### src/rtl/uart_rx16_fifo.sv
// 8N1 UART receiver, LSB first, timed by the shared 16x baud enable, feeding a
// first-word-fall-through byte FIFO. Stop-bit failures and full-FIFO drops pulse an error flag.
module uart_rx16_fifo #(
  parameter int DEPTH_LOG2 = 4
) (
  input  logic       clk,
  input  logic       reset,
  input  logic       serial_in,
  input  logic       en_16_x_baud,
  output logic [7:0] data_out,
  input  logic       buffer_read,
  output logic       buffer_data_present,
  output logic       buffer_half_full,
  output logic       buffer_full,
  output logic       framing_error,
  output logic       overrun
);

  localparam int DEPTH = 2 ** DEPTH_LOG2;
  localparam logic [DEPTH_LOG2:0]   CNT_FULL = (DEPTH_LOG2 + 1)'(DEPTH);
  localparam logic [DEPTH_LOG2:0]   CNT_HALF = (DEPTH_LOG2 + 1)'(DEPTH / 2);
  localparam logic [DEPTH_LOG2:0]   CNT_ONE  = (DEPTH_LOG2 + 1)'(1);
  localparam logic [DEPTH_LOG2-1:0] PTR_ONE  = DEPTH_LOG2'(1);

  typedef enum logic [2:0] {
    ST_IDLE,
    ST_START,
    ST_DATA,
    ST_STOP,
    ST_BREAK
  } state_e;

  logic                  rx_meta_q, rx_s_q;
  state_e                state_q, state_d;
  logic [3:0]            tick_cnt_q, tick_cnt_d;
  logic [2:0]            bit_cnt_q, bit_cnt_d;
  logic [7:0]            shreg_q, shreg_d;
  logic                  fe_q, fe_d;
  logic                  ov_q, ov_d;

  logic [7:0]            mem [DEPTH];
  logic [DEPTH_LOG2-1:0] wr_ptr_q, rd_ptr_q;
  logic [DEPTH_LOG2:0]   count_q, count_d;
  logic                  push, pop;
  logic                  fifo_full;

  // Idle-high reset value keeps a reset release from looking like a start bit.
  always_ff @(posedge clk) begin
    if (reset) begin
      rx_meta_q <= 1'b1;
      rx_s_q    <= 1'b1;
    end else begin
      rx_meta_q <= serial_in;
      rx_s_q    <= rx_meta_q;
    end
  end

  // NOTE: sequential state uses non-blocking assignments so every register samples pre-edge values.
  always_ff @(posedge clk) begin
    if (reset) begin
      state_q    <= ST_IDLE;
      tick_cnt_q <= '0;
      bit_cnt_q  <= '0;
      shreg_q    <= '0;
      fe_q       <= 1'b0;
      ov_q       <= 1'b0;
    end else begin
      state_q    <= state_d;
      tick_cnt_q <= tick_cnt_d;
      bit_cnt_q  <= bit_cnt_d;
      shreg_q    <= shreg_d;
      fe_q       <= fe_d;
      ov_q       <= ov_d;
    end
  end

  assign fifo_full = (count_q == CNT_FULL);
  assign pop       = buffer_read && (count_q != '0);

  // NOTE: every signal driven here gets a default first, so no path can infer a latch.
  always_comb begin
    state_d    = state_q;
    tick_cnt_d = tick_cnt_q;
    bit_cnt_d  = bit_cnt_q;
    shreg_d    = shreg_q;
    fe_d       = 1'b0;
    ov_d       = 1'b0;
    push       = 1'b0;
    if (en_16_x_baud) begin
      unique case (state_q)
        ST_IDLE: begin
          if (!rx_s_q) begin
            state_d    = ST_START;
            tick_cnt_d = '0;
          end
        end
        ST_START: begin
          tick_cnt_d = tick_cnt_q + 4'd1;
          if (tick_cnt_q == 4'd7) begin
            tick_cnt_d = '0;
            bit_cnt_d  = '0;
            state_d    = rx_s_q ? ST_IDLE : ST_DATA;
          end
        end
        ST_DATA: begin
          tick_cnt_d = tick_cnt_q + 4'd1;
          if (tick_cnt_q == 4'd15) begin
            shreg_d   = {rx_s_q, shreg_q[7:1]};
            bit_cnt_d = bit_cnt_q + 3'd1;
            if (bit_cnt_q == 3'd7) state_d = ST_STOP;
          end
        end
        ST_STOP: begin
          tick_cnt_d = tick_cnt_q + 4'd1;
          if (tick_cnt_q == 4'd15) begin
            if (!rx_s_q) begin
              fe_d    = 1'b1;
              state_d = ST_BREAK;
            end else begin
              // A same-cycle pop frees the slot, so a full FIFO can still accept.
              push    = !fifo_full || pop;
              ov_d    = fifo_full && !pop;
              state_d = ST_IDLE;
            end
          end
        end
        ST_BREAK: begin
          if (rx_s_q) state_d = ST_IDLE;
        end
        default: state_d = ST_IDLE;
      endcase
    end
  end

  always_comb begin
    unique case ({push, pop})
      2'b10:   count_d = count_q + CNT_ONE;
      2'b01:   count_d = count_q - CNT_ONE;
      default: count_d = count_q;
    endcase
  end

  always_ff @(posedge clk) begin
    if (reset) begin
      wr_ptr_q <= '0;
      rd_ptr_q <= '0;
      count_q  <= '0;
    end else begin
      if (push) wr_ptr_q <= wr_ptr_q + PTR_ONE;
      if (pop)  rd_ptr_q <= rd_ptr_q + PTR_ONE;
      count_q <= count_d;
    end
  end

  // NOTE: the storage array is not reset; the pointers and count alone define which entries are valid.
  always_ff @(posedge clk) begin
    if (push) mem[wr_ptr_q] <= shreg_q;
  end

  assign data_out            = mem[rd_ptr_q];
  assign buffer_data_present = (count_q != '0);
  assign buffer_half_full    = (count_q >= CNT_HALF);
  assign buffer_full         = fifo_full;
  assign framing_error       = fe_q;
  assign overrun             = ov_q;

endmodule

### config.mk
export PLATFORM = sky130hd
export DESIGN_NAME = uart_rx16_fifo
export DESIGN_NICKNAME = d
export VERILOG_FILES = /design/src/rtl/uart_rx16_fifo.sv
export SDC_FILE = /design/constraint.sdc
export NUM_CORES = 1
export LEC_CHECK = 0
export ABC_AREA = 0
export CAP_MARGIN = 20
export CELL_PAD_IN_SITES_DETAIL_PLACEMENT = 1
export CELL_PAD_IN_SITES_GLOBAL_PLACEMENT = 1
export CORE_MARGIN = 4
export CORE_UTILIZATION = 45
export CTS_CLUSTER_DIAMETER = 80
export DETAILED_ROUTE_END_ITERATION = 8
export PLACE_DENSITY_LB_ADDON = 0.1
export SLEW_MARGIN = 40
export SYNTH_ARGS = -nofsm -noshare
export SYNTH_HDL_FRONTEND = slang
export SYNTH_SLANG_ARGS = --single-unit
### constraint.sdc
create_clock -name clk -period 2.75 [get_ports clk]
set_input_delay 0.55 -clock clk [delete_from_list [all_inputs] [get_ports clk]]
set_output_delay 0.55 -clock clk [all_outputs]
set_load 0.05 [all_outputs]
## Yosys cells after proc, flatten, opt, wreduce, memory -nomap -nowiden

Memories as Yosys holds them, arrays and structs flattened. A register that Yosys moved wholly into a read port is not among the register bits.
Index checks and enable logic that the tools add are counted.

| storage, ports and cells | value |
|---|---|
| bits in registers | 35 |
| RAM bits | 128 |
| input port bits | 5 |
| output and inout bits | 13 |
| word-level logic and storage cells | 81 |
| memories | 1 |

Memories:

| memory | depth | width | rd ports | clocked after Yosys merged registers in | write ports | line | text |
|---|---|---|---|---|---|---|---|
| mem | 16 | 8 | 1 | 1 | 1 | 41 | `logic [7:0] mem [DEPTH];` |

| operators by class | value |
|---|---|
| add/subtract/negate cells | 6 |
| $lt $le $gt $ge | 1 |
| equality and inequality tests | 16 |
| muxes and demuxes | 25 |
| bitwise gates (word level) | 4 |
| reduce and logical (&&, ||, !) cells | 17 |

Operators by type and width:

| operator | count |
|---|---|
| $mux W3 | 9 |
| $mux W4 | 4 |
| $pmux W3 S5 | 1 |
| $add A4 B1 Y4 const B | 3 |
| $ne A2 B2 Y1 const B | 6 |
| $pmux W4 S3 | 1 |
| $pmux W5 S2 | 1 |
| $mux W1 | 7 |
| $reduce_and A7 Y1 | 1 |
| $eq A3 B2 Y1 const B | 2 |
| $eq A3 B3 Y1 const B | 2 |
| $pmux W3 S2 | 1 |
| $reduce_and A3 Y1 | 2 |
| $add A5 B1 Y5 const B | 1 |
| $eq A5 B5 Y1 const B | 1 |
| $ge A5 B4 Y1 const B | 1 |
| $reduce_bool A5 Y1 | 1 |
| $reduce_or A5 Y1 | 1 |
| $sub A5 B1 Y5 const B | 1 |
| $eq A4 B3 Y1 const B | 1 |
| $eq A4 B4 Y1 const B | 1 |
| $not A1 Y1 | 4 |
| $reduce_and A4 Y1 | 1 |
| $reduce_bool A2 Y1 | 2 |
| other kinds (12) | 14 |

## Logic depth before layout (Yosys ltp)

Gate-level depths: netlist (run 1).

| depth | value |
|---|---|
| depth in word-level cells | 9 |
| depth in mapped cells | 13 |
| mapped depth without buffers | 11 |

## Least setup slack after synthesis (run 1)

No wires, ideal clock.

| timing | value |
|---|---|
| kind | register to register |
| start point | register count_q[1] |
| end point | register count_q[4] |
| setup time | 106 ps |
| arrival time | 2923 ps |
| data required time | 2644 ps |
| setup slack | -279 ps |
| cell stages (with the launch flop) | 14 |
| buffers on the path | 3 |
| clock period less this slack | 3029 ps |
| cells stage by stage | dfxtp_1 > buf_6 > or4_4 > o211a_4 > inv_4 > buf_6 > ha_1 > clkbuf_1 > xor2_1 > ha_1 > a21oi_1 > a32oi_1 > or4_1 > o311ai_0 |

| between the ends | value |
|---|---|
| longest elaborated chain between the ends | 9 |
| elaborated cells between the ends (all ways) | 15 |
| classes of those cells | add/sub (2); eq/ne (3); mux (5); reduce/logical (5) |

RTL lines:

| what | line | text |
|---|---|---|
| start: declaration | 43 | `logic [DEPTH_LOG2:0] count_q, count_d;` |
| start signal: assignment | 151 | `count_q <= count_d;` |
| $eq A5 B5 Y1 / $reduce_bool A5 Y1 (equally long branches) | 77, 78 |  |
| $logic_not A1 Y1 / $logic_and A1 B1 Y1 (equally long branches) | 121, 78 |  |
| $logic_or A1 B1 Y1 | 121 | `push = !fifo_full \|\| pop;` |
| $mux W1 | 116 | `if (!rx_s_q) begin` |
| $mux W1 | 115 | `if (tick_cnt_q == 4'd15) begin` |
| $mux W1 | 90 | `unique case (state_q)` |
| $mux W1 | 89 | `if (en_16_x_baud) begin` |
| $eq A2 B1 Y1 / $eq A2 B2 Y1 (equally long branches) | 136 | `unique case ({push, pop})` |
| $pmux W5 S2 / $reduce_bool A2 Y1 (equally long branches) | -- |  |

Parallel ways exist; a longest one is shown, timed or not.
A chain may end at the register's enable or synchronous reset.

==> flow_summary.html, run 1 <==
<table>
<tr><th>Metric</th><th>Value</th></tr>
<tr><th colspan="2">Status</th></tr>
<tr><td>Result of the run</td><td>completed</td></tr>
<tr><th colspan="2">STA</th></tr>
<tr><td>Setup-failing EPs final</td><td>0</td></tr>
<tr><td>Count of pins over their slew limit</td><td>0</td></tr>
<tr><td>Worst-case setup margin in the final layout</td><td>91.3 ps</td></tr>
<tr><td>Least-Margin Pin Slew</td><td>701 ps</td></tr>
<tr><td>Maximum achievable frequency</td><td>376 MHz</td></tr>
<tr><td>Number of failing hold endpoints at the final stage</td><td>0</td></tr>
<tr><td>Crit share post-route</td><td>96.7%</td></tr>
<tr><td>Unrepaired setup endpoints after global routing</td><td>false</td></tr>
<tr><td>Minimum period implied by the final worst setup slack</td><td>2660 ps</td></tr>
<tr><td>Headroom to the max-slew limit</td><td>53.2%</td></tr>
<tr><td>Setup clock skew after layout</td><td>6.22 ps</td></tr>
<tr><th colspan="2">Pwr</th></tr>
<tr><td>Share of total power in the clock network</td><td>44.0%</td></tr>
<tr><td>Comb pwr share</td><td>1.1%</td></tr>
<tr><td>Internal</td><td>0.00394 W</td></tr>
<tr><td>Pleak</td><td>3.02 nW</td></tr>
<tr><td>Switching part of the total power</td><td>19.5%</td></tr>
<tr><td>Total power density per cell area</td><td>597 nW/um^2</td></tr>
<tr><td>Final Total Pwr</td><td>0.00489 W</td></tr>
<tr><td>Reg power frac</td><td>54.9%</td></tr>
<tr><td>Worst ir drop on vdd</td><td>0.392 mV</td></tr>
<tr><td>Reported net switching power</td><td>0.000955 W</td></tr>
<tr><th colspan="2">Worst setup path</th></tr>
<tr><td>R2R depth</td><td>10</td></tr>
<tr><td>Critical Path Start Type</td><td>flip-flop</td></tr>
<tr><td>CP Data Arrival Time</td><td>2110 ps</td></tr>
<tr><td>Maximum fanout along the worst path</td><td>7</td></tr>
<tr><td>Worst R2R Start</td><td>count_q[0]</td></tr>
<tr><td>Max stage delay cell, worst path</td><td>sky130_fd_sc_hd__mux4_2</td></tr>
<tr><td>Crit-path max cell delay</td><td>490 ps</td></tr>
<tr><td>Category of the worst setup path capture point</td><td>output pin</td></tr>
<tr><td>Critical setup path kind</td><td>flip-flop to output pin</td></tr>
<tr><td>Series of cell instances along the critical path</td><td>clkbuf_16 -&gt; mux4_2 -&gt; a22oi_1 -&gt; nand2_1 -&gt; buf_4</td></tr>
<tr><td>Data required time of the worst path</td><td>2200 ps</td></tr>
<tr><th colspan="2">Min path</th></tr>
<tr><td>Class of the tightest hold or removal check</td><td>flip-flop to flip-flop</td></tr>
<tr><td>Hold_sp</td><td>rx_meta_q</td></tr>
<tr><td>Hold depth</td><td>1</td></tr>
<tr><th colspan="2">Run</th></tr>
<tr><td>Number of maximum-capacitance constraint violations</td><td>0</td></tr>
<tr><th colspan="2">Die</th></tr>
<tr><td>DIE WIDTH</td><td>132 um</td></tr>
<tr><td>Die Area</td><td>17400 um^2</td></tr>
<tr><td>Cell row count</td><td>44</td></tr>
<tr><td>I/O pin count</td><td>18</td></tr>
<tr><td>Die outline height</td><td>132 um</td></tr>
<tr><td>Initial standard-cell utilization of the core</td><td>46.7%</td></tr>
<tr><td>Core area</td><td>14800 um^2</td></tr>
<tr><th colspan="2">Route</th></tr>
<tr><td>Per-cell via count in the routed design</td><td>5.62</td></tr>
<tr><td>Number of antenna-violating nets in the routed design</td><td>0</td></tr>
<tr><td>Iteration count of the initial detailed-routing pass</td><td>5</td></tr>
<tr><td>DRC viols</td><td>0</td></tr>
<tr><td>Final routed wire length divided by cell count</td><td>21.1 um</td></tr>
<tr><td>DR vias</td><td>3862</td></tr>
<tr><td>DRC marker count from the first detailed-route iteration</td><td>271</td></tr>
<tr><td>Detailed Route WL</td><td>14.5 mm</td></tr>
<tr><th colspan="2">Global routing</th></tr>
<tr><td>Global-route wire length before repair</td><td>23.7 mm</td></tr>
<tr><td>Met2 global-route usage</td><td>29.5%</td></tr>
<tr><td>Number of global-route vias before repair</td><td>4153</td></tr>
<tr><td>Busiest grt layer</td><td>met2</td></tr>
<tr><td>Global routing usage on met3</td><td>3.13%</td></tr>
<tr><td>Number of antenna violations at the first check in global routing</td><td>0</td></tr>
<tr><td>Grt met1 use</td><td>24.0%</td></tr>
<tr><td>Pin count of the biggest net entering global routing</td><td>46</td></tr>
<tr><td>Sum of overflow across all layers after global routing</td><td>0</td></tr>
<tr><td>GR Util All Layers</td><td>17.8%</td></tr>
<tr><th colspan="2">Layout</th></tr>
<tr><td>Area taken by flip-flops and latches</td><td>4630 um^2</td></tr>
<tr><td>Area taken by multi-input logic gates</td><td>2140 um^2</td></tr>
<tr><td>Nets</td><td>506</td></tr>
<tr><td>Fill cells</td><td>1417</td></tr>
<tr><td>Layout-stage area growth over the synthesis result</td><td>18.9%</td></tr>
<tr><td>Layout cell share with drive strength beyond 1</td><td>27.4%</td></tr>
<tr><td>N_diodes</td><td>0</td></tr>
<tr><th colspan="2">Logic synthesis</th></tr>
<tr><td>Total of flip-flops plus latches after synthesis</td><td>167</td></tr>
<tr><td>Top FF cell, synth</td><td>sky130_fd_sc_hd__edfxtp_1</td></tr>
<tr><td>Post-synth EDFFs</td><td>128</td></tr>
<tr><td>Ys Warns</td><td>0</td></tr>
<tr><td>Gate Count Post-Synth</td><td>438</td></tr>
<tr><td>Post-synth design cell area</td><td>6900 um^2</td></tr>
<tr><td>Post-synth ARST share</td><td>0%</td></tr>
<tr><td>Per-instance average area after synthesis</td><td>15.7 um^2</td></tr>
<tr><td>Share of the yosys chip area belonging to registers</td><td>67.1%</td></tr>
<tr><td>Number of distinct library cell variants in the gate-level netlist after synthesis</td><td>57</td></tr>
<tr><td>Number of nets in the synthesized netlist</td><td>454</td></tr>
<tr><th colspan="2">CTS</th></tr>
<tr><td>Root Buffer</td><td>sky130_fd_sc_hd__clkbuf_16</td></tr>
<tr><td>Num CTS Buffers</td><td>17</td></tr>
<tr><td>Clock latency of the later-clocked register in the worst-skew pair</td><td>410 ps</td></tr>
<tr><td>Hold bufs inserted after CTS</td><td>0</td></tr>
<tr><td>Clk sinks</td><td>167</td></tr>
<tr><td>Deepest clock path buffer count</td><td>2</td></tr>
<tr><td>Clock tree from TritonCTS</td><td>built</td></tr>
<tr><td>Maximum level of the CTS H-tree</td><td>4</td></tr>
<tr><td>Post-CTS Setup Repair Bufs</td><td>0</td></tr>
<tr><td>Clock slew at the register clock pins of the worst setup and hold paths</td><td>60 ps</td></tr>
<tr><th colspan="2">Placed design</th></tr>
<tr><td>Port-buffer cells</td><td>17</td></tr>
<tr><td>Worst setup slack before clock tree synthesis</td><td>-289 ps</td></tr>
<tr><td>Half-perimeter wire length of the detailed placement result</td><td>9.29 mm</td></tr>
<tr><td>Routability congestion estimate from global placement</td><td>0.767</td></tr>
</table>
## placed cells by master (no fill, tap or decap), types with 7 or more instances in the layout
master	netlist	layout
sky130_fd_sc_hd__dfxtp_1	39	38
sky130_fd_sc_hd__inv_1	11	11
sky130_fd_sc_hd__clkbuf_16	0	18
sky130_fd_sc_hd__mux2i_1	13	13
sky130_fd_sc_hd__edfxtp_1	128	128
sky130_fd_sc_hd__a21oi_1	9	8
sky130_fd_sc_hd__nor2_1	30	30
sky130_fd_sc_hd__mux4_2	32	32
sky130_fd_sc_hd__xor2_1	9	9
sky130_fd_sc_hd__clkdlybuf4s50_1	0	8
sky130_fd_sc_hd__a22oi_1	16	11
sky130_fd_sc_hd__nand2b_1	9	9
sky130_fd_sc_hd__buf_4	0	42
sky130_fd_sc_hd__nand2_1	14	14
sky130_fd_sc_hd__ha_1	11	9
sky130_fd_sc_hd__buf_12	0	7
sky130_fd_sc_hd__and2_1	9	9
sky130_fd_sc_hd__nor4_1	11	11
sky130_fd_sc_hd__nor2b_1	7	7
## kinds of logic (layout without fill, tap and decap cells)
| family | after synthesis | in the layout | synth area share (%) |
|---|---|---|---|
| flip-flops | 167 | 167 | 67.1 |
| AND/OR/NAND/NOR | 109 | 109 | 8.60 |
| AO/OA/AOI/OAI | 51 | 51 | 5.41 |
| multiplexers | 49 | 49 | 13.0 |
| buffers and inverters | 40 | 105 | 2.56 |
| adder cells (fa/ha/maj) | 11 | 11 | 2.00 |
| XOR/XNOR | 11 | 11 | 1.40 |
## routing by layer
metal  wire length (um)  vias up  part of all wire [%]
met1               6380     1986                    44
li1                   -     1804                     -
met2               7510       57                    52
met3                452       15                   3.1
met4                180        0                   1.2
met5                  0        -                     0
## worst paths after layout
check / end / slack [ps]
setup / recovery: data_out[3] / 90
hold / removal: rx_s_q / 410
setup reg to reg: count_q[4] / 170
hold reg to reg: rx_s_q / 410
## registers in the layout, summed over array words and instances (netlist names), named ones only
register,count
rd_ptr_q,4
bit_cnt_q,3
shreg_q,8
mem,128
state_q,3
overrun,1
rx_meta_q,1
wr_ptr_q,4
count_q,5
framing_error,1
tick_cnt_q,4
rx_s_q,1
## per-stage QoR
step / std cells / util, % / setup TNS, ps / hold slack [ps] / cell area [um^2]
after floorplan: 438 / - / 0 / 389 / 6930
after global placement: 653 / 51.3 / -352 / 404 / 7570
after detailed placement: 653 / 51.3 / -615 / 405 / 7570
after CTS: 686 / 55.3 / 0 / 423 / 8160
after global routing: 687 / 55.6 / 0 / 443 / 8200
final: 687 / 55.6 / 0 / 415 / 8200
## what timing repair did
action                     4_1_cts  5_1_grt
setup endpoints to repair        6        9
gates cloned                     1        1
hold endpoints to repair         0        0
pin swaps                        0        1
gates resized for setup          5        7
## worst max-delay path: cells and delay by family, from the launching register on
kind / cells / cell delay (ps)
multiplexers: 1 / 490
flip-flops: 1 / 450
buffers and inverters: 2 / 400
AO/OA/AOI/OAI: 1 / 270
AND/OR/NAND/NOR: 1 / 80
## area by class of cell
class                           instances  share of cell area, %
Sequential cell                       167                   56.4
Clock buffer                           18                   5.23
Clock inverter                         14                   1.36
Multi-Input combinational cell        231                   26.2
Timing Repair Buffer                   61                   7.42
Tap cell                              184                   2.81
Inverter                               12                  0.580
## power groups by stage
stage               Combinational (W)  Sequential, W  Clock (W)
floorplan                   0.0000357        0.00274          0
global placement            0.0000554        0.00274          0
detailed placement          0.0000568        0.00274          0
CTS                         0.0000570        0.00268    0.00220
global route                0.0000626        0.00268    0.00232
finish                      0.0000562        0.00268    0.00215
## synth_stat cells (3+ instances only)
cell type | number | area (um^2)
sky130_fd_sc_hd__edfxtp_1 | 128 | 3840
sky130_fd_sc_hd__dfxtp_1 | 39 | 781
sky130_fd_sc_hd__mux4_2 | 32 | 721
sky130_fd_sc_hd__nor2_1 | 30 | 113
sky130_fd_sc_hd__a22oi_1 | 16 | 120
sky130_fd_sc_hd__clkbuf_1 | 16 | 60.1
sky130_fd_sc_hd__nand2_1 | 14 | 52.6
sky130_fd_sc_hd__mux2i_1 | 13 | 130
sky130_fd_sc_hd__ha_1 | 11 | 138
sky130_fd_sc_hd__inv_1 | 11 | 41.3
sky130_fd_sc_hd__nor4_1 | 11 | 68.8
sky130_fd_sc_hd__a21oi_1 | 9 | 45.0
sky130_fd_sc_hd__and2_1 | 9 | 56.3
sky130_fd_sc_hd__nand2b_1 | 9 | 56.3
sky130_fd_sc_hd__xor2_1 | 9 | 78.8
sky130_fd_sc_hd__buf_2 | 7 | 35.0
sky130_fd_sc_hd__nor2b_1 | 7 | 43.8
sky130_fd_sc_hd__nand3_1 | 5 | 25.0
sky130_fd_sc_hd__mux2_2 | 4 | 45.0
sky130_fd_sc_hd__o21ai_0 | 4 | 20.0
sky130_fd_sc_hd__buf_1 | 3 | 11.3
sky130_fd_sc_hd__nor3b_1 | 3 | 22.5
sky130_fd_sc_hd__or2_2 | 3 | 18.8
No activity file was read; power rests on OpenSTA's default activity.
==> inputs of run 2 (changes only) <==
Settings changed: CORE_MARGIN 4 to 5.
==> flow_summary.html, run 2 (synthesized netlist as in run 1, its figures left out) <==
<table>
<tr><th>Metric</th><th>Value</th></tr>
<tr><th colspan="2">Layout</th></tr>
<tr><td>Most frequent standard cell in the layout excluding fill and tap cells</td><td>sky130_fd_sc_hd__edfxtp_1 (unchanged)</td></tr>
<tr><td>Layout cell share with drive strength beyond 1</td><td>29.3% (was 27.4%)</td></tr>
<tr><td>Layout-stage area growth over the synthesis result</td><td>21.6% (was 18.9%)</td></tr>
<tr><td>Registers with the most flip-flops</td><td>mem (128), shreg_q (8), count_q (5) (unchanged)</td></tr>
<tr><td>N_diodes</td><td>0 (unchanged)</td></tr>
<tr><td>Register containing the most flip-flops in the final layout</td><td>mem (unchanged)</td></tr>
<tr><td>Utilization of the core after routing</td><td>55.6% (about the same)</td></tr>
<tr><td>Max reg flops</td><td>128 (unchanged)</td></tr>
<tr><td>Number of non-filler instances in the completed layout</td><td>696 (was 687)</td></tr>
<tr><td>Nets</td><td>511 (was 506)</td></tr>
<tr><td>Most used cells in the layout excluding fill and tap cells</td><td>sky130_fd_sc_hd__edfxtp_1 (128), sky130_fd_sc_hd__buf_4 (47), sky130_fd_sc_hd__dfxtp_1 (38) (was sky130_fd_sc_hd__edfxtp_1 (128), sky130_fd_sc_hd__buf_4 (42), sky130_fd_sc_hd__dfxtp_1 (38))</td></tr>
<tr><td>Post-route standard cell area excluding fillers</td><td>8390 um^2 (was 8200 um^2)</td></tr>
<tr><th colspan="2">Die</th></tr>
<tr><td>Die outline height</td><td>134 um (was 132 um)</td></tr>
<tr><td>DIE WIDTH</td><td>134 um (was 132 um)</td></tr>
<tr><td>Initial standard-cell utilization of the core</td><td>45.7% (was 46.7%)</td></tr>
<tr><td>I/O pin count</td><td>18 (unchanged)</td></tr>
<tr><td>Cell row count</td><td>45 (was 44)</td></tr>
<tr><td>Core area</td><td>15100 um^2 (was 14800 um^2)</td></tr>
<tr><td>Die Area</td><td>17900 um^2 (was 17400 um^2)</td></tr>
<tr><th colspan="2">CTS</th></tr>
<tr><td>Clock tree from TritonCTS</td><td>built (unchanged)</td></tr>
<tr><td>Clock slew at the register clock pins of the worst setup and hold paths</td><td>60 ps (about the same)</td></tr>
<tr><td>Deepest clock path buffer count</td><td>2 (unchanged)</td></tr>
<tr><td>Clock latency of the later-clocked register in the worst-skew pair</td><td>420 ps (was 410 ps)</td></tr>
<tr><td>Hold bufs inserted after CTS</td><td>0 (unchanged)</td></tr>
<tr><td>Num CTS Buffers</td><td>17 (unchanged)</td></tr>
<tr><td>Clk sinks</td><td>167 (unchanged)</td></tr>
<tr><td>Maximum level of the CTS H-tree</td><td>4 (unchanged)</td></tr>
<tr><td>Root Buffer</td><td>sky130_fd_sc_hd__clkbuf_16 (unchanged)</td></tr>
<tr><th colspan="2">STA</th></tr>
<tr><td>Sum of negative setup slack</td><td>0 ps (unchanged)</td></tr>
<tr><td>Crit share post-route</td><td>97.5% (was 96.7%)</td></tr>
<tr><td>Minimum period implied by the final worst setup slack</td><td>2680 ps (was 2660 ps)</td></tr>
<tr><td>Maximum achievable frequency</td><td>373 MHz (was 376 MHz)</td></tr>
<tr><td>Worst-case setup margin in the final layout</td><td>69.1 ps (was 91.3 ps)</td></tr>
<tr><td>Setup-failing EPs final</td><td>0 (unchanged)</td></tr>
<tr><td>Number of failing hold endpoints at the final stage</td><td>0 (unchanged)</td></tr>
<tr><td>Least-Margin Pin Slew</td><td>742 ps (was 701 ps)</td></tr>
<tr><td>Setup clock skew after layout</td><td>9.13 ps (was 6.22 ps)</td></tr>
<tr><td>Count of pins over their slew limit</td><td>0 (unchanged)</td></tr>
<tr><td>Unrepaired setup endpoints after global routing</td><td>false (unchanged)</td></tr>
<tr><td>Headroom to the max-slew limit</td><td>50.4% (was 53.2%)</td></tr>
<tr><th colspan="2">Worst setup path</th></tr>
<tr><td>Worst R2R Start</td><td>count_q[2] (was count_q[0])</td></tr>
<tr><td>Crit-path max cell delay</td><td>500 ps (was 490 ps)</td></tr>
<tr><td>Critical setup path kind</td><td>flip-flop to output pin (unchanged)</td></tr>
<tr><td>CP Data Arrival Time</td><td>2130 ps (was 2110 ps)</td></tr>
<tr><td>CP delay by family, top</td><td>buffers and inverters (was multiplexers)</td></tr>
<tr><td>Crit path buf inv count</td><td>3 (was 2)</td></tr>
<tr><td>Critical Path Start Type</td><td>flip-flop (unchanged)</td></tr>
<tr><td>Worst r2r dst</td><td>count_q[4] (unchanged)</td></tr>
<tr><td>Max stage delay cell, worst path</td><td>sky130_fd_sc_hd__mux4_2 (unchanged)</td></tr>
<tr><td>Category of the worst setup path capture point</td><td>output pin (unchanged)</td></tr>
<tr><td>Maximum fanout along the worst path</td><td>7 (unchanged)</td></tr>
<tr><td>Data required time of the worst path</td><td>2200 ps (about the same)</td></tr>
<tr><td>R2R depth</td><td>10 (unchanged)</td></tr>
<tr><td>Setup slack of the most critical reg-to-reg path</td><td>140 ps (was 170 ps)</td></tr>
<tr><td>Series of cell instances along the critical path</td><td>clkbuf_16 -&gt; buf_12 -&gt; mux4_2 -&gt; a22oi_2 -&gt; nand2_1 -&gt; buf_4 (was clkbuf_16 -&gt; mux4_2 -&gt; a22oi_1 -&gt; nand2_1 -&gt; buf_4)</td></tr>
<tr><th colspan="2">Min path</th></tr>
<tr><td>Worst Hold Endpoint</td><td>rx_s_q (unchanged)</td></tr>
<tr><td>Hold depth</td><td>1 (unchanged)</td></tr>
<tr><td>Hold_sp</td><td>rx_meta_q (unchanged)</td></tr>
<tr><td>Class of the tightest hold or removal check</td><td>flip-flop to flip-flop (unchanged)</td></tr>
<tr><th colspan="2">Placed design</th></tr>
<tr><td>Port-buffer cells</td><td>17 (unchanged)</td></tr>
<tr><td>Number of cells in the design after placement</td><td>659 (was 653)</td></tr>
<tr><td>Worst setup slack before clock tree synthesis</td><td>-311 ps (was -289 ps)</td></tr>
<tr><td>Instance area after placement</td><td>7580 um^2 (was 7570 um^2)</td></tr>
<tr><td>Routability congestion estimate from global placement</td><td>0.751 (was 0.767)</td></tr>
<tr><td>Half-perimeter wire length of the detailed placement result</td><td>9.74 mm (was 9.29 mm)</td></tr>
<tr><th colspan="2">Global routing</th></tr>
<tr><td>Number of antenna violations at the first check in global routing</td><td>0 (unchanged)</td></tr>
<tr><td>Pin count of the biggest net entering global routing</td><td>33 (was 46)</td></tr>
<tr><td>Global-route wire length before repair</td><td>24.2 mm (was 23.7 mm)</td></tr>
<tr><td>GR Util All Layers</td><td>18.1% (was 17.8%)</td></tr>
<tr><td>Number of global-route vias before repair</td><td>4208 (was 4153)</td></tr>
<tr><td>Sum of overflow across all layers after global routing</td><td>0 (unchanged)</td></tr>
<tr><th colspan="2">Route</th></tr>
<tr><td>Number of antenna-violating nets in the routed design</td><td>0 (unchanged)</td></tr>
<tr><td>Wl on met1</td><td>6.80 mm (was 6.38 mm)</td></tr>
<tr><td>DR vias</td><td>3907 (was 3862)</td></tr>
<tr><td>DR WL met2</td><td>7.81 mm (was 7.51 mm)</td></tr>
<tr><td>DRC marker count from the first detailed-route iteration</td><td>276 (was 271)</td></tr>
<tr><td>DRC viols</td><td>0 (unchanged)</td></tr>
<tr><td>Final routed wire length divided by cell count</td><td>21.9 um (was 21.1 um)</td></tr>
<tr><td>Met3 wire length</td><td>393 um (was 452 um)</td></tr>
<tr><td>Detailed Route WL</td><td>15.2 mm (was 14.5 mm)</td></tr>
<tr><td>Top Metal Used</td><td>met4 (unchanged)</td></tr>
<tr><td>Per-cell via count in the routed design</td><td>5.61 (was 5.62)</td></tr>
<tr><td>Iteration count of the initial detailed-routing pass</td><td>5 (unchanged)</td></tr>
<tr><th colspan="2">Status</th></tr>
<tr><td>Result of the run</td><td>completed (unchanged)</td></tr>
<tr><th colspan="2">Pwr</th></tr>
<tr><td>Reported net switching power</td><td>0.000963 W (was 0.000955 W)</td></tr>
<tr><td>Worst ir drop on vdd</td><td>0.407 mV (was 0.392 mV)</td></tr>
<tr><td>Reg power frac</td><td>51.6% (was 54.9%)</td></tr>
<tr><td>Switching part of the total power</td><td>18.5% (was 19.5%)</td></tr>
<tr><td>Pleak</td><td>3.15 nW (was 3.02 nW)</td></tr>
<tr><td>Comb pwr share</td><td>1.1% (about the same)</td></tr>
<tr><td>Internal</td><td>0.00424 W (was 0.00394 W)</td></tr>
<tr><td>Share of total power in the clock network</td><td>47.3% (was 44.0%)</td></tr>
<tr><td>Total power density per cell area</td><td>621 nW/um^2 (was 597 nW/um^2)</td></tr>
<tr><th colspan="2">Run</th></tr>
<tr><td>Number of maximum-capacitance constraint violations</td><td>0 (unchanged)</td></tr>
</table>
## run 2: worst max path at each step
stage,from,end,slack (ps),cells past startpoint
after floorplan,count_q[1],count_q[4],10,13
after global placement,en_16_x_baud,count_q[4],-150,11
after detailed placement,en_16_x_baud,count_q[4],-310,11
after CTS,flip-flop,data_out[1],2,5
after global routing,flip-flop,data_out[3],6,6
final,flip-flop,data_out[7],70,6
## run 2: metrics by stage
stage,hold slack [ps],total power (W)
floorplan,389,0.00277
global placement,404,0.00279
detailed placement,402,0.00280
CTS,431,0.00527
global route,462,0.00541
finish,432,0.00521
## run 2: layer usage
layer	vias up	track usage [%]
li1	1811	-
met1	2033	23.6
met2	50	30.2
met3	13	4.31
met4	0	5.37
met5	-	0
## run 2: worst register-to-register path, stage by stage, from the launching register on
cell and delay (ps):
sky130_fd_sc_hd__dfxtp_1 320, sky130_fd_sc_hd__or4_4 580, sky130_fd_sc_hd__o21ai_4 170, sky130_fd_sc_hd__inv_1 100, sky130_fd_sc_hd__ha_4 170, sky130_fd_sc_hd__xor2_1 130, sky130_fd_sc_hd__ha_1 210, sky130_fd_sc_hd__a21oi_4 160
sky130_fd_sc_hd__a32oi_1 140, sky130_fd_sc_hd__or4_1 430, sky130_fd_sc_hd__o311ai_0 100
## run 2: power groups by stage
stage | Combinational, W | Sequential, W | Clock [W]
2_1_floorplan | 0.0000357 | 0.00274 | 0
3_3_place_gp | 0.0000552 | 0.00274 | 0
3_5_place_dp | 0.0000574 | 0.00274 | 0
4_1_cts | 0.0000575 | 0.00268 | 0.00253
5_1_grt | 0.0000633 | 0.00268 | 0.00267
6_report | 0.0000570 | 0.00269 | 0.00246
## run 2: final cells by class
cell class                 instances  area (um^2)
clock buffer                      25          569
tap                              188          235
inverter                          12         47.5
fill                            1439         6700
timing repair buffer              66          657
multi-input combinational        231         2180
sequential                       167         4630
clock inverter                     7         72.6
## run 2: repair_timing
item                                    4_1_cts  5_1_grt
gates cloned                                  1        1
buffers inserted                              2        1
hold endpoints to repair                      0        0
endpoints found under the setup margin        8        9
gates resized for setup                      10        5
